$ cat src/rtl/seq_divider_pkg.sv
// -----------------------------------------------------------------------------
// seq_divider_pkg
// Shared definitions for the iterative MUL/DIV divider in EX:
//   - divider FSM state encodings
//   - default operand width
//   - HI/LO write-select constants used by the EX stage when committing
//     divider results (HI <- remainder, LO <- quotient)
// -----------------------------------------------------------------------------
package seq_divider_pkg;

  localparam int DIV_DEFAULT_WIDTH = 32;

  typedef enum logic [1:0] {
    DIV_IDLE = 2'd0,
    DIV_BUSY = 2'd1,
    DIV_DONE = 2'd2
  } div_state_e;

  // HI/LO write-select for the EX stage.
  localparam logic [1:0] HILO_WR_NONE = 2'd0;
  localparam logic [1:0] HILO_WR_LO   = 2'd1;
  localparam logic [1:0] HILO_WR_HI   = 2'd2;
  localparam logic [1:0] HILO_WR_BOTH = 2'd3;

endpackage

$ cat src/rtl/seq_divider_if.sv
// -----------------------------------------------------------------------------
// seq_divider_if
// Request/result bundle between the EX stage (master) and seq_divider (slave).
//   start/sign/dividend/divisor : request, sampled when the divider is idle/done
//   busy                        : high while iterating (pipeline stall)
//   done                        : one-cycle result-valid pulse
//   div_zero/quotient/remainder : results, held until the next accepted start
// -----------------------------------------------------------------------------
interface seq_divider_if #(
  parameter int WIDTH = 32
);

  logic             start;
  logic             sign;
  logic [WIDTH-1:0] dividend;
  logic [WIDTH-1:0] divisor;
  logic             busy;
  logic             done;
  logic             div_zero;
  logic [WIDTH-1:0] quotient;
  logic [WIDTH-1:0] remainder;

  modport master (
    output start, sign, dividend, divisor,
    input  busy, done, div_zero, quotient, remainder
  );

  modport slave (
    input  start, sign, dividend, divisor,
    output busy, done, div_zero, quotient, remainder
  );

endinterface

$ cat src/rtl/seq_divider_sub_stage.sv
// -----------------------------------------------------------------------------
// div_sub_stage
// Combinational trial subtractor diff = a - b, built as a ripple of 4-bit
// carry-chain slices computing a + ~b + 1. The operands are zero-extended to
// a multiple of 4 bits, so the final carry-out is 1 exactly when a >= b.
//   a, b   : WIDTH-bit unsigned operands
//   diff   : a - b (low WIDTH bits)
//   borrow : 1 when a < b (the divider's restore decision)
// -----------------------------------------------------------------------------
module div_sub_stage #(
  parameter int WIDTH = 33
) (
  input  logic [WIDTH-1:0] a,
  input  logic [WIDTH-1:0] b,
  output logic [WIDTH-1:0] diff,
  output logic             borrow
);

  localparam int NSL = (WIDTH + 3) / 4;
  localparam int PW  = NSL * 4;

  logic [PW-1:0] a_pad;
  logic [PW-1:0] b_inv;
  logic [PW-1:0] sum_pad;
  logic [NSL:0]  carry;
  logic          pad_unused;

  assign a_pad    = PW'(a);
  assign b_inv    = ~PW'(b);
  assign carry[0] = 1'b1;

  for (genvar i = 0; i < NSL; i++) begin : g_slice
    assign {carry[i+1], sum_pad[4*i +: 4]} =
      {1'b0, a_pad[4*i +: 4]} + {1'b0, b_inv[4*i +: 4]} + 5'(carry[i]);
  end

  assign diff       = sum_pad[WIDTH-1:0];
  assign borrow     = ~carry[NSL];
  assign pad_unused = ^sum_pad;

endmodule

$ cat src/rtl/seq_divider.sv
// -----------------------------------------------------------------------------
// seq_divider
// Iterative restoring divider: one quotient bit per cycle, result valid
// WIDTH+1 cycles after start is sampled (1 cycle for a zero divisor).
// Ports:
//   clk   : rising-edge clock
//   rst_n : asynchronous active-low reset (aborts any operation)
//   dif   : seq_divider_if.slave (start/sign/dividend/divisor in,
//           busy/done/div_zero/quotient/remainder out)
// Build option:
//   SEQ_DIVIDER_SIGNED_EN - when defined, sign=1 performs signed division
//   (magnitudes iterate, quotient negated if operand signs differ, remainder
//   takes the dividend's sign). When undefined, sign is ignored.
// -----------------------------------------------------------------------------
module seq_divider
  import seq_divider_pkg::*;
#(
  parameter int WIDTH = DIV_DEFAULT_WIDTH,
  parameter int CNT_W = 6
) (
  input  logic          clk,
  input  logic          rst_n,
  seq_divider_if.slave  dif
);

  div_state_e       state_q, state_d;
  logic [CNT_W-1:0] cnt_q, cnt_d;
  logic [WIDTH-1:0] r_q, r_d;       // partial remainder
  logic [WIDTH-1:0] q_q, q_d;       // dividend shifting out / quotient in
  logic [WIDTH-1:0] d_q, d_d;       // divisor magnitude
  logic [WIDTH-1:0] quot_q, quot_d;
  logic [WIDTH-1:0] rem_q, rem_d;
  logic             dz_q, dz_d;

  logic [WIDTH:0]   shifted;
  logic [WIDTH:0]   trial;
  logic             borrow;
  logic [WIDTH-1:0] r_next;
  logic [WIDTH-1:0] q_next;
  logic             trial_unused;
  logic [WIDTH-1:0] dvd_mag, dvs_mag;

`ifdef SEQ_DIVIDER_SIGNED_EN
  logic signed [WIDTH-1:0] dvd_s, dvs_s;
  logic neg_quo_q, neg_quo_d;
  logic neg_rem_q, neg_rem_d;
  logic dvd_neg, dvs_neg;

  function automatic logic [WIDTH-1:0] cond_neg(input logic neg,
                                                input logic [WIDTH-1:0] x);
    cond_neg = neg ? (~x + WIDTH'(1)) : x;
  endfunction

  assign dvd_s   = dif.dividend;
  assign dvs_s   = dif.divisor;
  assign dvd_neg = dif.sign & (dvd_s < 0);
  assign dvs_neg = dif.sign & (dvs_s < 0);
  assign dvd_mag = cond_neg(dvd_neg, dif.dividend);
  assign dvs_mag = cond_neg(dvs_neg, dif.divisor);
`else
  logic sign_unused;
  assign sign_unused = dif.sign;
  assign dvd_mag     = dif.dividend;
  assign dvs_mag     = dif.divisor;
`endif

  // {R,Q} shifted left by one: the next dividend bit enters R's LSB.
  assign shifted = {r_q, q_q[WIDTH-1]};

  div_sub_stage #(.WIDTH(WIDTH+1)) u_sub (
    .a      (shifted),
    .b      ({1'b0, d_q}),
    .diff   (trial),
    .borrow (borrow)
  );

  // On no borrow the difference is below the divisor, so it fits in WIDTH bits;
  // on borrow the shifted value is below the divisor and fits likewise.
  assign r_next       = borrow ? shifted[WIDTH-1:0] : trial[WIDTH-1:0];
  assign q_next       = {q_q[WIDTH-2:0], ~borrow};
  assign trial_unused = trial[WIDTH];

  always_comb begin
    state_d = state_q;
    cnt_d   = cnt_q;
    r_d     = r_q;
    q_d     = q_q;
    d_d     = d_q;
    quot_d  = quot_q;
    rem_d   = rem_q;
    dz_d    = dz_q;
`ifdef SEQ_DIVIDER_SIGNED_EN
    neg_quo_d = neg_quo_q;
    neg_rem_d = neg_rem_q;
`endif
    unique case (state_q)
      DIV_IDLE, DIV_DONE: begin
        if (dif.start) begin
          dz_d = 1'b0;
          if (dif.divisor == '0) begin
            // Zero divisor: no iteration, results available next cycle.
            state_d = DIV_DONE;
            dz_d    = 1'b1;
            quot_d  = '1;
            rem_d   = dif.dividend;
          end else begin
            state_d = DIV_BUSY;
            r_d     = '0;
            q_d     = dvd_mag;
            d_d     = dvs_mag;
            cnt_d   = CNT_W'(WIDTH);
`ifdef SEQ_DIVIDER_SIGNED_EN
            neg_quo_d = dvd_neg ^ dvs_neg;
            neg_rem_d = dvd_neg;
`endif
          end
        end else if (state_q == DIV_DONE) begin
          state_d = DIV_IDLE;
        end
      end
      DIV_BUSY: begin
        r_d   = r_next;
        q_d   = q_next;
        cnt_d = cnt_q - CNT_W'(1);
        if (cnt_q == CNT_W'(1)) begin
          state_d = DIV_DONE;
`ifdef SEQ_DIVIDER_SIGNED_EN
          quot_d = cond_neg(neg_quo_q, q_next);
          rem_d  = cond_neg(neg_rem_q, r_next);
`else
          quot_d = q_next;
          rem_d  = r_next;
`endif
        end
      end
      default: state_d = DIV_IDLE;
    endcase
  end

  always_ff @(posedge clk or negedge rst_n) begin
    if (!rst_n) begin
      state_q <= DIV_IDLE;
      cnt_q   <= '0;
      r_q     <= '0;
      q_q     <= '0;
      d_q     <= '0;
      quot_q  <= '0;
      rem_q   <= '0;
      dz_q    <= 1'b0;
`ifdef SEQ_DIVIDER_SIGNED_EN
      neg_quo_q <= 1'b0;
      neg_rem_q <= 1'b0;
`endif
    end else begin
      state_q <= state_d;
      cnt_q   <= cnt_d;
      r_q     <= r_d;
      q_q     <= q_d;
      d_q     <= d_d;
      quot_q  <= quot_d;
      rem_q   <= rem_d;
      dz_q    <= dz_d;
`ifdef SEQ_DIVIDER_SIGNED_EN
      neg_quo_q <= neg_quo_d;
      neg_rem_q <= neg_rem_d;
`endif
    end
  end

  assign dif.busy      = (state_q == DIV_BUSY);
  assign dif.done      = (state_q == DIV_DONE);
  assign dif.div_zero  = dz_q;
  assign dif.quotient  = quot_q;
  assign dif.remainder = rem_q;

endmodule

$ cat src/flat_wrapper.sv
// flat-port wrapper written by rule: the top's interface ports become plain ports
module seq_divider_flat import seq_divider_pkg::*;
#(
  parameter int WIDTH = DIV_DEFAULT_WIDTH,
  parameter int CNT_W = 6
)
  (clk, rst_n, dif_start, dif_sign, dif_dividend, dif_divisor, dif_busy, dif_done, dif_div_zero, dif_quotient, dif_remainder);
  seq_divider_if #(.WIDTH(WIDTH)) dif_i ();
  input  logic clk;
  input  logic rst_n;
  input wire logic [$bits(dif_i.start)-1:0] dif_start;
  input wire logic [$bits(dif_i.sign)-1:0] dif_sign;
  input wire logic [$bits(dif_i.dividend)-1:0] dif_dividend;
  input wire logic [$bits(dif_i.divisor)-1:0] dif_divisor;
  output wire logic [$bits(dif_i.busy)-1:0] dif_busy;
  output wire logic [$bits(dif_i.done)-1:0] dif_done;
  output wire logic [$bits(dif_i.div_zero)-1:0] dif_div_zero;
  output wire logic [$bits(dif_i.quotient)-1:0] dif_quotient;
  output wire logic [$bits(dif_i.remainder)-1:0] dif_remainder;
  assign dif_i.start = dif_start;
  assign dif_i.sign = dif_sign;
  assign dif_i.dividend = dif_dividend;
  assign dif_i.divisor = dif_divisor;
  assign dif_busy = dif_i.busy;
  assign dif_done = dif_i.done;
  assign dif_div_zero = dif_i.div_zero;
  assign dif_quotient = dif_i.quotient;
  assign dif_remainder = dif_i.remainder;
  seq_divider #(.WIDTH(WIDTH), .CNT_W(CNT_W)) u_core (.clk(clk), .rst_n(rst_n), .dif(dif_i));
endmodule
$ cat config.mk
export PLATFORM = sky130hd
export DESIGN_NAME = seq_divider_flat
export DESIGN_NICKNAME = d
export VERILOG_FILES = /design/src/rtl/seq_divider_pkg.sv /design/src/rtl/seq_divider_if.sv /design/src/rtl/seq_divider_sub_stage.sv /design/src/rtl/seq_divider.sv /design/src/flat_wrapper.sv
export SDC_FILE = /design/constraint.sdc
export NUM_CORES = 1
export LEC_CHECK = 0
export CAP_MARGIN = 20
export CORE_ASPECT_RATIO = 0.75
export CORE_UTILIZATION = 53
export DETAILED_ROUTE_END_ITERATION = 16
export DONT_BUFFER_PORTS = 1
export PLACE_DENSITY = 0.66
export SETUP_SLACK_MARGIN = 0.1
export SLEW_MARGIN = 20
export SYNTH_ARGS = -nofsm -noshare
export SYNTH_HDL_FRONTEND = slang
export SYNTH_HIERARCHICAL = 1
export SYNTH_SLANG_ARGS = --single-unit
$ cat constraint.sdc
create_clock -name clk -period 10.8 [get_ports clk]
set_input_delay 3.24 -clock clk [delete_from_list [all_inputs] [get_ports clk]]
set_output_delay 3.24 -clock clk [all_outputs]
set_load 0.02 [all_outputs]
==> results of run 1 <==
## critical path: cells and delay by family (launching register included)
kind / cells / cell delay [ps]
compound gates: 18 / 1900
fa+ha+maj: 17 / 6540
buf+inv: 10 / 910
flops: 1 / 390
mux: 1 / 140
simple gates: 1 / 260
## area by class of cell
| type | instances | area share [%] |
|---|---|---|
| Multi-Input combinational cell | 602 | 45.0 |
| Sequential cell | 169 | 42.8 |
| Clock buffer | 17 | 4.30 |
| Tap cell | 215 | 2.72 |
| Inverter | 66 | 2.51 |
| Clock inverter | 15 | 1.64 |
| Timing Repair Buffer | 13 | 1.06 |
## sequential cells by signal, summed over array words and instances (netlist names)
register              count
u_core/d_q               32
u_core/dif.div_zero       1
u_core/state_q            2
u_core/cnt_q              6
u_core/q_q               32
u_core/r_q               32
u_core/dif.remainder     32
u_core/dif.quotient      32
## through the flow
stage          setup slack, ps  util, %  total power [µW]
4_1_cts                    380     58.1              3840
2_1_floorplan             1300        -              2790
3_3_place_gp               801     54.6              3100
6_report                   526     58.6              3910
5_1_grt                    111     58.6              4210
3_5_place_dp               443     54.6              3210
## power by group
part | switching (µW) | total, µW | internal [µW]
Sequential | 433 | 1390 | 960
Combinational | 1050 | 1900 | 853
Clock | 270 | 615 | 345
## placed cells by master (no fill, tap or decap), types with 27 or more instances in the layout
cell	count
a22oi_1	31
inv_1	65
nand4_1	31
dfrtp_1	169
nor2_1	83
mux2i_1	27
o211ai_1	31
nand3_1	31
ha_1	27
a21oi_1	76
nand2_1	57
## per-layer routing
metal	vias to the layer above	global-route usage, %
met2	293	41.0
li1	3179	-
met1	3456	37.3
met3	28	6.62
met5	-	0
met4	0	9.67
## path summary, 6_finish.rpt
check                          startpoint                        to  slack, ps  depth (start not counted)
max in group asynchronous           rst_n            u_core/d_q[30]       8130                          0
hold / removal             u_core/d_q[30]            u_core/d_q[30]        500                          1
setup reg to reg           u_core/q_q[31]  u_core/dif.remainder[10]        530                         47
setup / recovery           u_core/q_q[31]  u_core/dif.remainder[10]        530                         47
hold reg to reg            u_core/d_q[30]            u_core/d_q[30]        500                          1
min in group asynchronous           rst_n   u_core/dif.quotient[23]       2500                          0
==> summary.txt, run 1 <==
Outcome
  • Outcome: finished, final reports clean

GRT
  • Pin count of the biggest net entering global routing: 170
  • Number of antenna violations at the first check in global routing: 0
  • First-pass GRT wire length: 36800 µm
  • Number of global-route vias before repair: 6681
  • Remaining Overflow, GRT: 0
  • Combined global-route utilization of all metal layers: 26.8%

Pwr
  • Peak supply drop: 170 µV
  • Leak Pwr: 0.00445 µW
  • PwrDens: 395 nW/µm²

Finish
  • Final nets: 980
  • Sequential Area: 4230 µm²
  • Area Overhead vs Synth: 7.83%
  • Number of cells in the finished layout apart from fillers: 1097
  • FILL cells: 1408
  • Multi-input logic area: 4450 µm²
  • Share of final-layout standard cells stronger than drive strength 1: 15.3%
  • Post-route cell area: 9890 µm²
  • Number of antenna diodes: 0

Worst hold path
  • Class of the tightest hold or removal check: reg -> reg

Floorplan
  • Die Wd: 154 µm
  • Starting density of the core: 54.3%
  • Number of ports placed on the die boundary: 135
  • Core ar.: 16900 µm²
  • Vertical extent of the die: 116 µm
  • Cell Rows: 41
  • Total die area: 17800 µm²

Timing
  • Clock period minus worst slack: 10270 ps
  • Setup-violating endpoint count in the final report: 0
  • Count of pins over their slew limit: 0
  • Final setup TNS: 0 ps
  • Worst clock skew: 9.38 ps
  • WHS: 497 ps
  • Normalized max-slew margin: 29.3%
  • Count of endpoints failing hold in the final timing report: 0
  • Max Fclk: 0.0973 GHz
  • Least-Margin Pin Slew: 1060 ps
  • Unrepaired setup endpoints after global routing: false
  • Period utilisation layout: 95.1%

Detailed routing
  • Metal3 WL: 1700 µm
  • Count of antenna-violating nets left after detailed routing: 0
  • Wire length on met2: 10400 µm
  • DRC violations left: 0
  • Length of the first detailed-routing pass in iterations: 5
  • Met1 WL: 10500 µm
  • Via/cell ratio: 6.34
  • Iteration-0 DRC count of the detailed router: 645
  • Via count of the routed design: 6956
  • Final routed wirelength across all metal layers: 23100 µm
  • Top routing layer in use: met4
  • Average detailed-routed wire length per instance: 21.1 µm

Placement
  • Input/output buffers: 0
  • Detailed-placement wirelength estimate: 15700 µm
  • Post-Place Cell Area: 9210 µm²
  • Final RePlAce weighted congestion: 0.864
  • Number of cells after detailed placement: 1065

Yosys
  • Total standard cell area after synthesis: 9170 µm²
  • Average size of a mapped cell: 10.1 µm²
  • Yosys warnings: 6
  • Count of mapped cells out of synthesis: 909
  • Total nets after synthesis: 1020

Critical path
  • Largest stage delay on the critical path: 430 ps
  • Setup crit end kind: register
  • Kind of start point of the critical path: register
  • Crit path DAT: 10610 ps
  • Start-to-end type of the worst setup path: reg -> reg
  • Master of the slowest instance on the critical path: fa_1
  • Maximum fanout encountered on the critical timing path: 18
  • Most used cell along the critical path: fa_1
  • Data required time of the critical path: 11130 ps

Clock tree
  • Number of clock sinks: 169
  • Post-CTS setup buffer count: 0
  • Maximum clock insertion buffer count: 2
  • Insertion delay to the later sink of the worst-skew pair: 430 ps
  • Clock buffers created by TritonCTS: 17
  • CTS tree: built
  • Count of cells resized by post-cts repair: 0
  • Clk Tree Root Cell: clkbuf_16
  • Clock transition at the registers of the reported paths: 70 ps
  • Hold_buf cts: 0
  • Number of H-tree branching levels: 4

Flow run
  • Max-cap violations: 0
(Power assumes the default switching activity.)
==> run 2, diff against run 1 <==
==> constraint.sdc (replaced) <==
create_clock -name clk -period 12.94 [get_ports clk]
set_input_delay 3.882 -clock clk [delete_from_list [all_inputs] [get_ports clk]]
set_output_delay 3.882 -clock clk [all_outputs]
set_load 0.02 [all_outputs]
==> run 2 against run 1 <==
Via count decreased by 1.2%. Worst hold slack improved by 0.96 ps. Critical path depth decreased by 1.
==> summary.txt, run 2 (synthesized netlist as in run 1, its figures left out) <==
GRT
  • Fraction of met1 tracks used by global routing: 36.7% (was 37.3%)
  • Remaining Overflow, GRT: 0 (unchanged)
  • Grt met2 use: 40.0% (was 41.0%)
  • Number of antenna violations at the first check in global routing: 0 (unchanged)
  • Pin count of the biggest net entering global routing: 170 (unchanged)
  • Combined global-route utilization of all metal layers: 26.4% (was 26.8%)
  • Number of global-route vias before repair: 6647 (was 6681)
  • Busiest layer in global routing: met2 (unchanged)
  • First-pass GRT wire length: 36300 µm (was 36800 µm)
  • Met3 Usage GRT: 5.87% (was 6.62%)

Finish
  • Final nets: 979 (was 980)
  • Post-route cell area: 9790 µm² (was 9890 µm²)
  • Area Overhead vs Synth: 6.74% (was 7.83%)
  • FILL cells: 1434 (was 1408)
  • Number of cells in the finished layout apart from fillers: 1095 (was 1097)
  • Most frequent cells in the layout: 169 x dfrtp_1, 95 x nor2_1, 76 x a21oi_1 (was 169 x dfrtp_1, 83 x nor2_1, 76 x a21oi_1)
  • Number of antenna diodes: 0 (unchanged)
  • Multi-input logic area: 4380 µm² (was 4450 µm²)
  • Sequential Area: 4230 µm² (unchanged)
  • Share of final-layout standard cells stronger than drive strength 1: 12.4% (was 15.3%)
  • Most common cell after layout, fill and taps aside: dfrtp_1 (unchanged)

Pwr
  • Switching Power: 1410 µW (was 1750 µW)
  • Peak supply drop: 107 µV (was 170 µV)
  • Leak Pwr: 0.00446 µW (was 0.00445 µW)
  • Logic gate share of total power: 48.3% (was 48.6%)
  • Switching portion of total power: 44.6% (was 44.8%)
  • PwrDens: 323 nW/µm² (was 395 nW/µm²)
  • Sequential share of power: 36.7% (was 35.6%)
  • Clock share of power: 15.1% (was 15.7%)
  • Design internal power: 1750 µW (was 2160 µW)

Critical path
  • Data required time of the critical path: 13240 ps (was 11130 ps)
  • Worst R2R Path Depth: 46 (was 47)
  • Critical path launch point: u_core/q_q[31] (unchanged)
  • Master of the slowest instance on the critical path: fa_4 (was fa_1)
  • Setup crit end kind: register (unchanged)
  • Start-to-end type of the worst setup path: reg -> reg (unchanged)
  • Largest stage delay on the critical path: 740 ps (was 430 ps)
  • Most used cell along the critical path: fa_1 (unchanged)
  • Kind of start point of the critical path: register (unchanged)
  • Maximum fanout encountered on the critical timing path: 34 (was 18)
  • Startpoint of the most critical register-to-register path: u_core/q_q[31] (unchanged)
  • Crit path DAT: 10830 ps (was 10610 ps)

Floorplan
  • Cell Rows: 41 (unchanged)
  • Starting density of the core: 54.3% (unchanged)
  • Core ar.: 16900 µm² (unchanged)
  • Die Wd: 154 µm (unchanged)
  • Number of ports placed on the die boundary: 135 (unchanged)
  • Total die area: 17800 µm² (unchanged)
  • Vertical extent of the die: 116 µm (unchanged)

Flow run
  • Max-cap violations: 0 (unchanged)

Clock tree
  • CTS tree: built (unchanged)
  • Clock buffers created by TritonCTS: 17 (unchanged)
  • Clock transition at the registers of the reported paths: 70 ps (about the same)
  • Number of H-tree branching levels: 4 (unchanged)
  • Insertion delay to the later sink of the worst-skew pair: 430 ps (about the same)
  • Post-CTS setup buffer count: 0 (unchanged)
  • Hold_buf cts: 0 (unchanged)
  • Number of clock sinks: 169 (unchanged)
  • Maximum clock insertion buffer count: 2 (unchanged)
  • Count of cells resized by post-cts repair: 0 (unchanged)
  • Clk Tree Root Cell: clkbuf_16 (unchanged)

Outcome
  • Outcome: finished, final reports clean (unchanged)

Timing
  • Period utilisation layout: 81.4% (was 95.1%)
  • Final setup TNS: 0 ps (unchanged)
  • Worst clock skew: 10.9 ps (was 9.38 ps)
  • Normalized max-slew margin: 27.8% (was 29.3%)
  • Unrepaired setup endpoints after global routing: false (unchanged)
  • Setup-violating endpoint count in the final report: 0 (unchanged)
  • Least-Margin Pin Slew: 1080 ps (was 1060 ps)
  • Count of pins over their slew limit: 0 (unchanged)
  • WHS: 498 ps (was 497 ps)
  • Count of endpoints failing hold in the final timing report: 0 (unchanged)
  • Clock period minus worst slack: 10530 ps (was 10270 ps)
  • Max Fclk: 0.0949 GHz (was 0.0973 GHz)

Placement
  • Input/output buffers: 0 (unchanged)
  • Number of cells after detailed placement: 1063 (was 1065)
  • Final RePlAce weighted congestion: 0.854 (was 0.864)
  • Detailed-placement wirelength estimate: 15500 µm (was 15700 µm)
  • Post-Place Cell Area: 9200 µm² (was 9210 µm²)

Detailed routing
  • Average detailed-routed wire length per instance: 20.9 µm (was 21.1 µm)
  • Length of the first detailed-routing pass in iterations: 5 (unchanged)
  • Via count of the routed design: 6873 (was 6956)
  • Via/cell ratio: 6.28 (was 6.34)
  • Final routed wirelength across all metal layers: 22900 µm (was 23100 µm)
  • Count of antenna-violating nets left after detailed routing: 0 (unchanged)
  • Iteration-0 DRC count of the detailed router: 618 (was 645)
  • DRC violations left: 0 (unchanged)

Worst hold path
  • Count of cells along the worst hold path: 1 (unchanged)
  • Min-Delay Startpoint: u_core/d_q[2] (was u_core/d_q[30])
  • Class of the tightest hold or removal check: reg -> reg (unchanged)
==> run 2: area by class of cell <==
| cell class | instances | share of cell area [%] |
|---|---|---|
| clock inverter | 8 | 0.677 |
| sequential | 169 | 43.2 |
| tap | 215 | 2.75 |
| timing repair buffer | 12 | 1.12 |
| clock buffer | 23 | 4.98 |
| inverter | 66 | 2.53 |
| multi-input combinational | 602 | 44.7 |
==> run 2: power groups by stage <==
stage / Sequential [µW] / Clock [µW] / Combinational (µW)
after floorplan: 1090 / 0 / 1240
after global placement: 1150 / 0 / 1430
after detailed placement: 1170 / 0 / 1510
after CTS: 1160 / 486 / 1520
after global routing: 1190 / 507 / 1710
final: 1160 / 477 / 1530
==> run 2: metrics by stage <==
step | utilization [%] | setup slack [ps] | total power (µW)
2_1_floorplan | - | 3440 | 2330
3_3_place_gp | 54.5 | 2600 | 2580
3_5_place_dp | 54.5 | 2360 | 2680
4_1_cts | 57.8 | 2330 | 3160
5_1_grt | 58.0 | 1900 | 3410
6_report | 58.0 | 2410 | 3170
==> run 2: critical path, delay by kind of cell, from the launching register on <==
kind | cells | cell delay [ps]
buffers and inverters | 9 | 690
AOI/OAI and AO/OA | 18 | 1810
DFF | 1 | 380
and+or+nand+nor | 1 | 110
adders and majority gates | 17 | 7010
muxes | 1 | 390
==> run 2: per-layer routing <==
| layer | wire (µm) | vias to the layer above |
|---|---|---|
| met5 | 0 | - |
| met4 | 700 | 0 |
| met3 | 1410 | 47 |
| met2 | 10200 | 236 |
| met1 | 10500 | 3402 |
| li1 | - | 3188 |
==> run 2: worst paths after layout <==
kind / to / slack (ps)
max in group asynchronous: u_core/d_q[12] / 9640
setup / recovery: u_core/dif.remainder[13] / 2410
hold / removal: u_core/d_q[2] / 500
min in group asynchronous: u_core/dif.quotient[24] / 3150
hold reg to reg: u_core/d_q[2] / 500
setup reg to reg: u_core/dif.remainder[13] / 2410
